[src/rtl/reorder_buffer.sv]
// Circular in-order retirement queue: allocates a slot per issued instruction,
// collects ALU/LSB results, retires one entry per cycle and flushes on mispredict.
module reorder_buffer #(
  parameter int ROB_SIZE  = 16,
  parameter int ROB_POS_W = 4
) (
  input  logic                 clk,
  input  logic                 rst,
  input  logic                 rdy,
  output logic                 rob_full,
  input  logic                 issue,
  output logic [ROB_POS_W-1:0] issue_rob_pos,
  input  logic [4:0]           issue_rd,
  input  logic                 issue_is_store,
  input  logic                 issue_is_branch,
  input  logic                 issue_pred_jump,
  input  logic [31:0]          issue_pc,
  input  logic                 issue_ready,
  input  logic [31:0]          issue_val,
  input  logic                 alu_valid,
  input  logic [ROB_POS_W-1:0] alu_rob_pos,
  input  logic [31:0]          alu_val,
  input  logic                 alu_jump,
  input  logic [31:0]          alu_target,
  input  logic                 lsb_valid,
  input  logic [ROB_POS_W-1:0] lsb_rob_pos,
  input  logic [31:0]          lsb_val,
  input  logic [ROB_POS_W-1:0] q1_pos,
  input  logic [ROB_POS_W-1:0] q2_pos,
  output logic                 q1_ready,
  output logic                 q2_ready,
  output logic [31:0]          q1_val,
  output logic [31:0]          q2_val,
  output logic                 rob_commit,
  output logic [4:0]           rob_commit_rd,
  output logic [31:0]          rob_commit_val,
  output logic [ROB_POS_W-1:0] rob_commit_rob_pos,
  output logic                 commit_store,
  output logic [ROB_POS_W-1:0] commit_store_rob_pos,
  output logic                 rollback,
  output logic [31:0]          rollback_pc
);

  localparam logic [ROB_POS_W:0]   CNT_FULL   = (ROB_POS_W+1)'(ROB_SIZE);
  localparam logic [ROB_POS_W:0]   CNT_ALMOST = (ROB_POS_W+1)'(ROB_SIZE - 1);
  localparam logic [ROB_POS_W:0]   CNT_ONE    = (ROB_POS_W+1)'(1);
  localparam logic [ROB_POS_W-1:0] POS_ONE    = ROB_POS_W'(1);
  localparam logic [31:0]          PC_STEP    = 32'd4;

  logic [ROB_SIZE-1:0]  r_busy;
  logic [ROB_SIZE-1:0]  r_ready;
  logic [4:0]           r_rd        [ROB_SIZE];
  logic                 r_is_store  [ROB_SIZE];
  logic                 r_is_branch [ROB_SIZE];
  logic                 r_pred_jump [ROB_SIZE];
  logic                 r_real_jump [ROB_SIZE];
  logic [31:0]          r_pc        [ROB_SIZE];
  logic [31:0]          r_target    [ROB_SIZE];
  logic [31:0]          r_val       [ROB_SIZE];
  logic [ROB_POS_W-1:0] r_head;
  logic [ROB_POS_W-1:0] r_tail;
  logic [ROB_POS_W:0]   r_count;

  logic w_commit;
  logic w_mispredict;
  logic w_issue_ok;
  logic w_alu_wb;
  logic w_lsb_wb;

  // Commit decision looks only at registered state, never at this cycle's buses.
  assign w_commit     = r_busy[r_head] && r_ready[r_head];
  assign w_mispredict = w_commit && r_is_branch[r_head] &&
                        (r_real_jump[r_head] != r_pred_jump[r_head]);
  assign w_issue_ok   = issue && !w_mispredict && (r_count != CNT_FULL);
  assign w_alu_wb     = alu_valid && r_busy[alu_rob_pos] && !w_mispredict;
  assign w_lsb_wb     = lsb_valid && r_busy[lsb_rob_pos] && !w_mispredict;

  assign rob_full      = (r_count >= CNT_ALMOST);
  assign issue_rob_pos = r_tail;

  // Operand lookup: a same-cycle bus hit beats the stored entry.
  always_comb begin
    q1_ready = r_ready[q1_pos];
    q1_val   = r_val[q1_pos];
    if (alu_valid && (alu_rob_pos == q1_pos)) begin
      q1_ready = 1'b1;
      q1_val   = alu_val;
    end else if (lsb_valid && (lsb_rob_pos == q1_pos)) begin
      q1_ready = 1'b1;
      q1_val   = lsb_val;
    end
  end

  always_comb begin
    q2_ready = r_ready[q2_pos];
    q2_val   = r_val[q2_pos];
    if (alu_valid && (alu_rob_pos == q2_pos)) begin
      q2_ready = 1'b1;
      q2_val   = alu_val;
    end else if (lsb_valid && (lsb_rob_pos == q2_pos)) begin
      q2_ready = 1'b1;
      q2_val   = lsb_val;
    end
  end

  // Control state and registered retirement outputs.
  always_ff @(posedge clk) begin
    if (rst) begin
      r_busy               <= '0;
      r_ready              <= '0;
      r_head               <= '0;
      r_tail               <= '0;
      r_count              <= '0;
      rob_commit           <= 1'b0;
      rob_commit_rd        <= '0;
      rob_commit_val       <= '0;
      rob_commit_rob_pos   <= '0;
      commit_store         <= 1'b0;
      commit_store_rob_pos <= '0;
      rollback             <= 1'b0;
      rollback_pc          <= '0;
    end else if (!rdy) begin
      rob_commit   <= 1'b0;
      commit_store <= 1'b0;
      rollback     <= 1'b0;
    end else begin
      rob_commit   <= 1'b0;
      commit_store <= 1'b0;
      rollback     <= 1'b0;
      if (w_commit) begin
        rob_commit         <= 1'b1;
        rob_commit_rd      <= r_is_store[r_head] ? 5'd0 : r_rd[r_head];
        rob_commit_val     <= r_val[r_head];
        rob_commit_rob_pos <= r_head;
        if (r_is_store[r_head]) begin
          commit_store         <= 1'b1;
          commit_store_rob_pos <= r_head;
        end
      end
      if (w_mispredict) begin
        rollback    <= 1'b1;
        rollback_pc <= r_real_jump[r_head] ? r_target[r_head]
                                           : (r_pc[r_head] + PC_STEP);
        r_busy      <= '0;
        r_ready     <= '0;
        r_head      <= '0;
        r_tail      <= '0;
        r_count     <= '0;
      end else begin
        if (w_alu_wb) r_ready[alu_rob_pos] <= 1'b1;
        if (w_lsb_wb) r_ready[lsb_rob_pos] <= 1'b1;
        if (w_commit) begin
          r_busy[r_head] <= 1'b0;
          r_head         <= r_head + POS_ONE;
        end
        if (w_issue_ok) begin
          r_busy[r_tail]  <= 1'b1;
          r_ready[r_tail] <= issue_ready;
          r_tail          <= r_tail + POS_ONE;
        end
        case ({w_issue_ok, w_commit})
          2'b10:   r_count <= r_count + CNT_ONE;
          2'b01:   r_count <= r_count - CNT_ONE;
          default: r_count <= r_count;
        endcase
      end
    end
  end

  // Entry payload; validity is tracked by r_busy/r_ready so no reset is needed.
  always_ff @(posedge clk) begin
    if (!rst && rdy) begin
      if (w_alu_wb) begin
        r_val[alu_rob_pos]       <= alu_val;
        r_real_jump[alu_rob_pos] <= alu_jump;
        r_target[alu_rob_pos]    <= alu_target;
      end
      if (w_lsb_wb) r_val[lsb_rob_pos] <= lsb_val;
      if (w_issue_ok) begin
        r_rd[r_tail]        <= issue_rd;
        r_is_store[r_tail]  <= issue_is_store;
        r_is_branch[r_tail] <= issue_is_branch;
        r_pred_jump[r_tail] <= issue_pred_jump;
        r_pc[r_tail]        <= issue_pc;
        r_val[r_tail]       <= issue_val;
      end
    end
  end

  a_no_issue_when_full: assert property (@(posedge clk) disable iff (rst)
    !(rdy && issue && (r_count == CNT_FULL)));

endmodule

[config.mk]
export PLATFORM = sky130hd
export DESIGN_NAME = reorder_buffer
export DESIGN_NICKNAME = d
export VERILOG_FILES = /design/src/rtl/reorder_buffer.sv
export SDC_FILE = /design/constraint.sdc
export NUM_CORES = 2
export LEC_CHECK = 0
export CAP_MARGIN = 20
export CORE_ASPECT_RATIO = 1.75
export CORE_UTILIZATION = 30
export CTS_CLUSTER_SIZE = 25
export DETAILED_ROUTE_END_ITERATION = 8
export GPL_TIMING_DRIVEN = 0
export HOLD_SLACK_MARGIN = 0.12
export PLACE_DENSITY = 0.44
export SETUP_SLACK_MARGIN = 0.3
export SLEW_MARGIN = 20
export SYNTH_ARGS = -nofsm -noshare
export SYNTH_HDL_FRONTEND = slang
export SYNTH_SLANG_ARGS = --single-unit
[constraint.sdc]
create_clock -name clk -period 6.63 [get_ports clk]
set_input_delay 0.9945 -clock clk [delete_from_list [all_inputs] [get_ports clk]]
set_output_delay 0.9945 -clock clk [all_outputs]
set_load 0.05 [all_outputs]
==> flow_summary_export.csv <==
group,metric,value,unit
cells_and_area,final_nets,6757,
timing,hold_viol,0,
yosys,synth-edff-count,1680,
worst_setup_path,critPathRequiredTime,5.64,ns
clock_tree,clk_latency,0.89,ns
yosys,synth_ff_type,"edfxtp_1",
yosys,ys_warn_count,0,
status,status,"finished, final reports clean",
floorplanning,die_h,730,um
floorplanning,core,302000,um^2
drt,drcViolationCount,0,
global_route,grt_max_degree,33,
clock_tree,cts_buffers,195,
yosys,synth_nets,6207,
timing,fin_crit_sh,97.7,%
worst_setup_path,cp-end-kind,"output pin",
yosys,yosys.area.top_type_share,55.5,%
worst_setup_path,critical_path_class,"in2out",
worst_setup_path,cp-start-kind,"input port",
timing,period_minus_slack,6.48,ns
timing,setup-tns-final,0,ns
yosys,yosysTopAreaCell,"edfxtp_1",
global_route,grt.total_usage,27.7,%
cells_and_area,final_cells,10800,
timing,slew_headroom,14.2,%
clock_tree,clockBufferDepth,4,
floorplanning,die_width,418,um
yosys,synth.distinct_cells,73,
placement,place_congestion,0.968,
cells_and_area,design_area,108000,um^2
power_and_ir_drop,p_per_area,238,nW/um^2
drt,firstDrtPassIters,8,
power_and_ir_drop,power_leakage,0.0350,uW
clock_tree,ctsHoldBuffers,0,
global_route,antenna_found_initial,63,
cells_and_area,areaGrowthSynthToFinish,18.4,%
timing,rsz0062_at_grt,"false",
power_and_ir_drop,ir_drop,0.222,mV
timing,slew_violations,0,
global_route,gr-total-overflow,0,
cells_and_area,drive_above_1_share,23.3,%
placement,dp_cells,10400,
floorplanning,rows,267,
timing,max_freq,0.154,GHz
timing,hold_slack,0.455,ns
yosys,ys_seq_area_share,58.3,%
floorplanning,start_util,30.1,%
yosys,synth_area,91000,um^2
run,drv_cap,0,
yosys,synth_area_per_cell,15.2,um^2
global_route,grt_pass1_wl,568000,um
clock_tree,clock-sinks,1809,
placement,port_buffers,236,
worst_setup_path,arrival,5.48,ns
yosys,synthCells,6004,
global_route,grt_pass1_vias,63700,
yosys,yosys-top-cells-area,"edfxtp_1 (55%), mux4_2 (21%), mux2i_1 (6.8%), nand2_1 (3.2%), dfxtp_1 (2.8%)",
drt,vias,62500,
clock_tree,path_clk_slew,0.06,ns
clock_tree,tritoncts,"done",
drt,drt_iter0_drc,6901,
clock_tree,post_cts_buffers,0,
placement,post-dp-hpwl,315000,um
timing,skew,0.0483,ns
floorplanning,dieArea,306000,um^2
timing,setup_viol,0,
yosys,ys_ff_latch,1809,
drt,via_per_inst,5.80,
drt,wl_per_cell,39.9,um
clock_tree,htreeDepth,4,
yosys,async_reset_ff_share,0,%
worst_setup_path,path_max_fanout,10,
clock_tree,cts_root_buf,"clkbuf_16",
drt,antenna_left,0,
min_path,hp-class,"reg2reg",
floorplanning,io_pins,343,
timing,worst_slew_pin_slew,1.28,ns
placement,place_area,101000,um^2
drt,drt_wl_total,430000,um
power_and_ir_drop,total_power,25600,uW
cells_and_area,fillers,29000,
## placed cells by master (no fill, tap or decap), types with 18 or more instances in the layout
master	instances
clkinv_1	24
nand2_1	774
diode_2	35
mux4_2	832
and2_1	19
mux2_2	20
clkbuf_2	122
nor2_1	117
clkbuf_16	198
buf_16	40
nor3_1	23
a21oi_1	136
o21ai_1	165
a22oi_1	36
buf_6	32
clkdlybuf4s50_1	227
mux2i_1	618
o21ai_0	457
buf_1	94
edfxtp_1	1680
clkbuf_1	338
clkinv_2	36
buf_12	57
nand3_1	40
xor2_1	26
bufinv_16	21
buf_2	103
dfxtp_1	129
a211oi_1	18
## registers in the layout, indices dropped and copies added, names as in the netlist, 5 cells and up, named ones only
| register | flops |
|---|---|
| r_ready | 16 |
| r_pred_jump | 16 |
| rob_commit_val | 32 |
| rollback_pc | 32 |
| r_target | 512 |
| r_pc | 512 |
| r_busy | 16 |
| r_real_jump | 16 |
| r_rd | 80 |
| rob_commit_rd | 5 |
| r_is_branch | 16 |
| r_val | 512 |
| r_is_store | 16 |
| r_count | 5 |
## what timing repair did
item	in CTS	in global routing
cloned	0	0
resized for setup	31	22
endpoints found under the setup margin	98	111
## final cells by class
class | count | area, um^2 | area share [%]
Antenna cell | 35 | 87.6 | 0.0813
Buffer | 650 | 3000 | 2.78
Clock buffer | 256 | 5240 | 4.87
Clock inverter | 92 | 1000 | 0.932
Inverter | 16 | 67.6 | 0.0627
Multi-Input combinational cell | 3529 | 35400 | 32.9
Sequential cell | 1809 | 53000 | 49.2
Tap cell | 4035 | 5050 | 4.69
Timing Repair Buffer | 353 | 4830 | 4.48
## cell families after synthesis
kind of cell	Yosys count	synth area share (%)
buffers and inverters	666	3.06
and+or+nand+nor	1115	5.15
DFF	1809	58.3
AOI/OAI and AO/OA	892	5.30
xor gates and xnor gates	40	0.385
muxes	1471	27.7
adders and majority gates	11	0.151
## power by group
part / switching (uW) / internal [uW]
combinational: 1250 / 617
sequential: 17.3 / 12500
clock: 4870 / 6370
total: 6130 / 19500
## per-layer routing
layer	global-route usage, %	wire [um]	vias up
met5	0	250	-
met4	21.0	39500	40
met3	6.02	31700	1485
met2	49.0	218000	3633
met1	28.4	140000	32500
li1	-	-	24900
## cell usage after synthesis, drive strengths merged, types with 10 or more instances
library cell	number
mux2	20
a21oi	136
buf	233
o21ai	622
edfxtp	1680
inv	15
a22oi	36
xnor2	14
ha	11
clkbuf	417
a211oi	22
a31oi	14
nand2b	12
nor2b	10
nor3	24
dfxtp	129
or3	18
xor2	26
mux4	832
and2	23
nor4	14
nand2	785
o22ai	10
nand3	40
nand3b	11
mux2i	619
nand4	14
nor2	134
## worst paths after layout
| kind | slack, ns | cells past startpoint | from | to |
|---|---|---|---|---|
| max reg2reg | 0.26 | 12 | r_head[1] | r_val[14][21] |
| min | 0.46 | 2 | rob_commit_val[17] | rob_commit_val[17] |
| max | 0.15 | 11 | q1_pos[0] | q1_val[4] |
| min reg2reg | 0.46 | 2 | rob_commit_val[17] | rob_commit_val[17] |
## critical path: stages
cell	delay, ns
clkbuf_2	0.42
clkbuf_2	0.43
buf_4	0.39
xor2_1	0.16
nor4_2	0.52
buf_4	0.27
buf_2	0.21
clkbuf_2	0.50
mux2i_1	0.16
o21ai_0	0.50
clkdlybuf4s50_1	0.92
## per-stage QoR
stage,setup WS (ns),utilization [%]
floorplan,0.978,-
finish,0.154,35.7
detailed placement,-1.06,33.5
global placement,-5.23,32.6
CTS,0.239,35.6
global route,0.301,35.6
No activity file was read; power rests on OpenSTA's default activity.
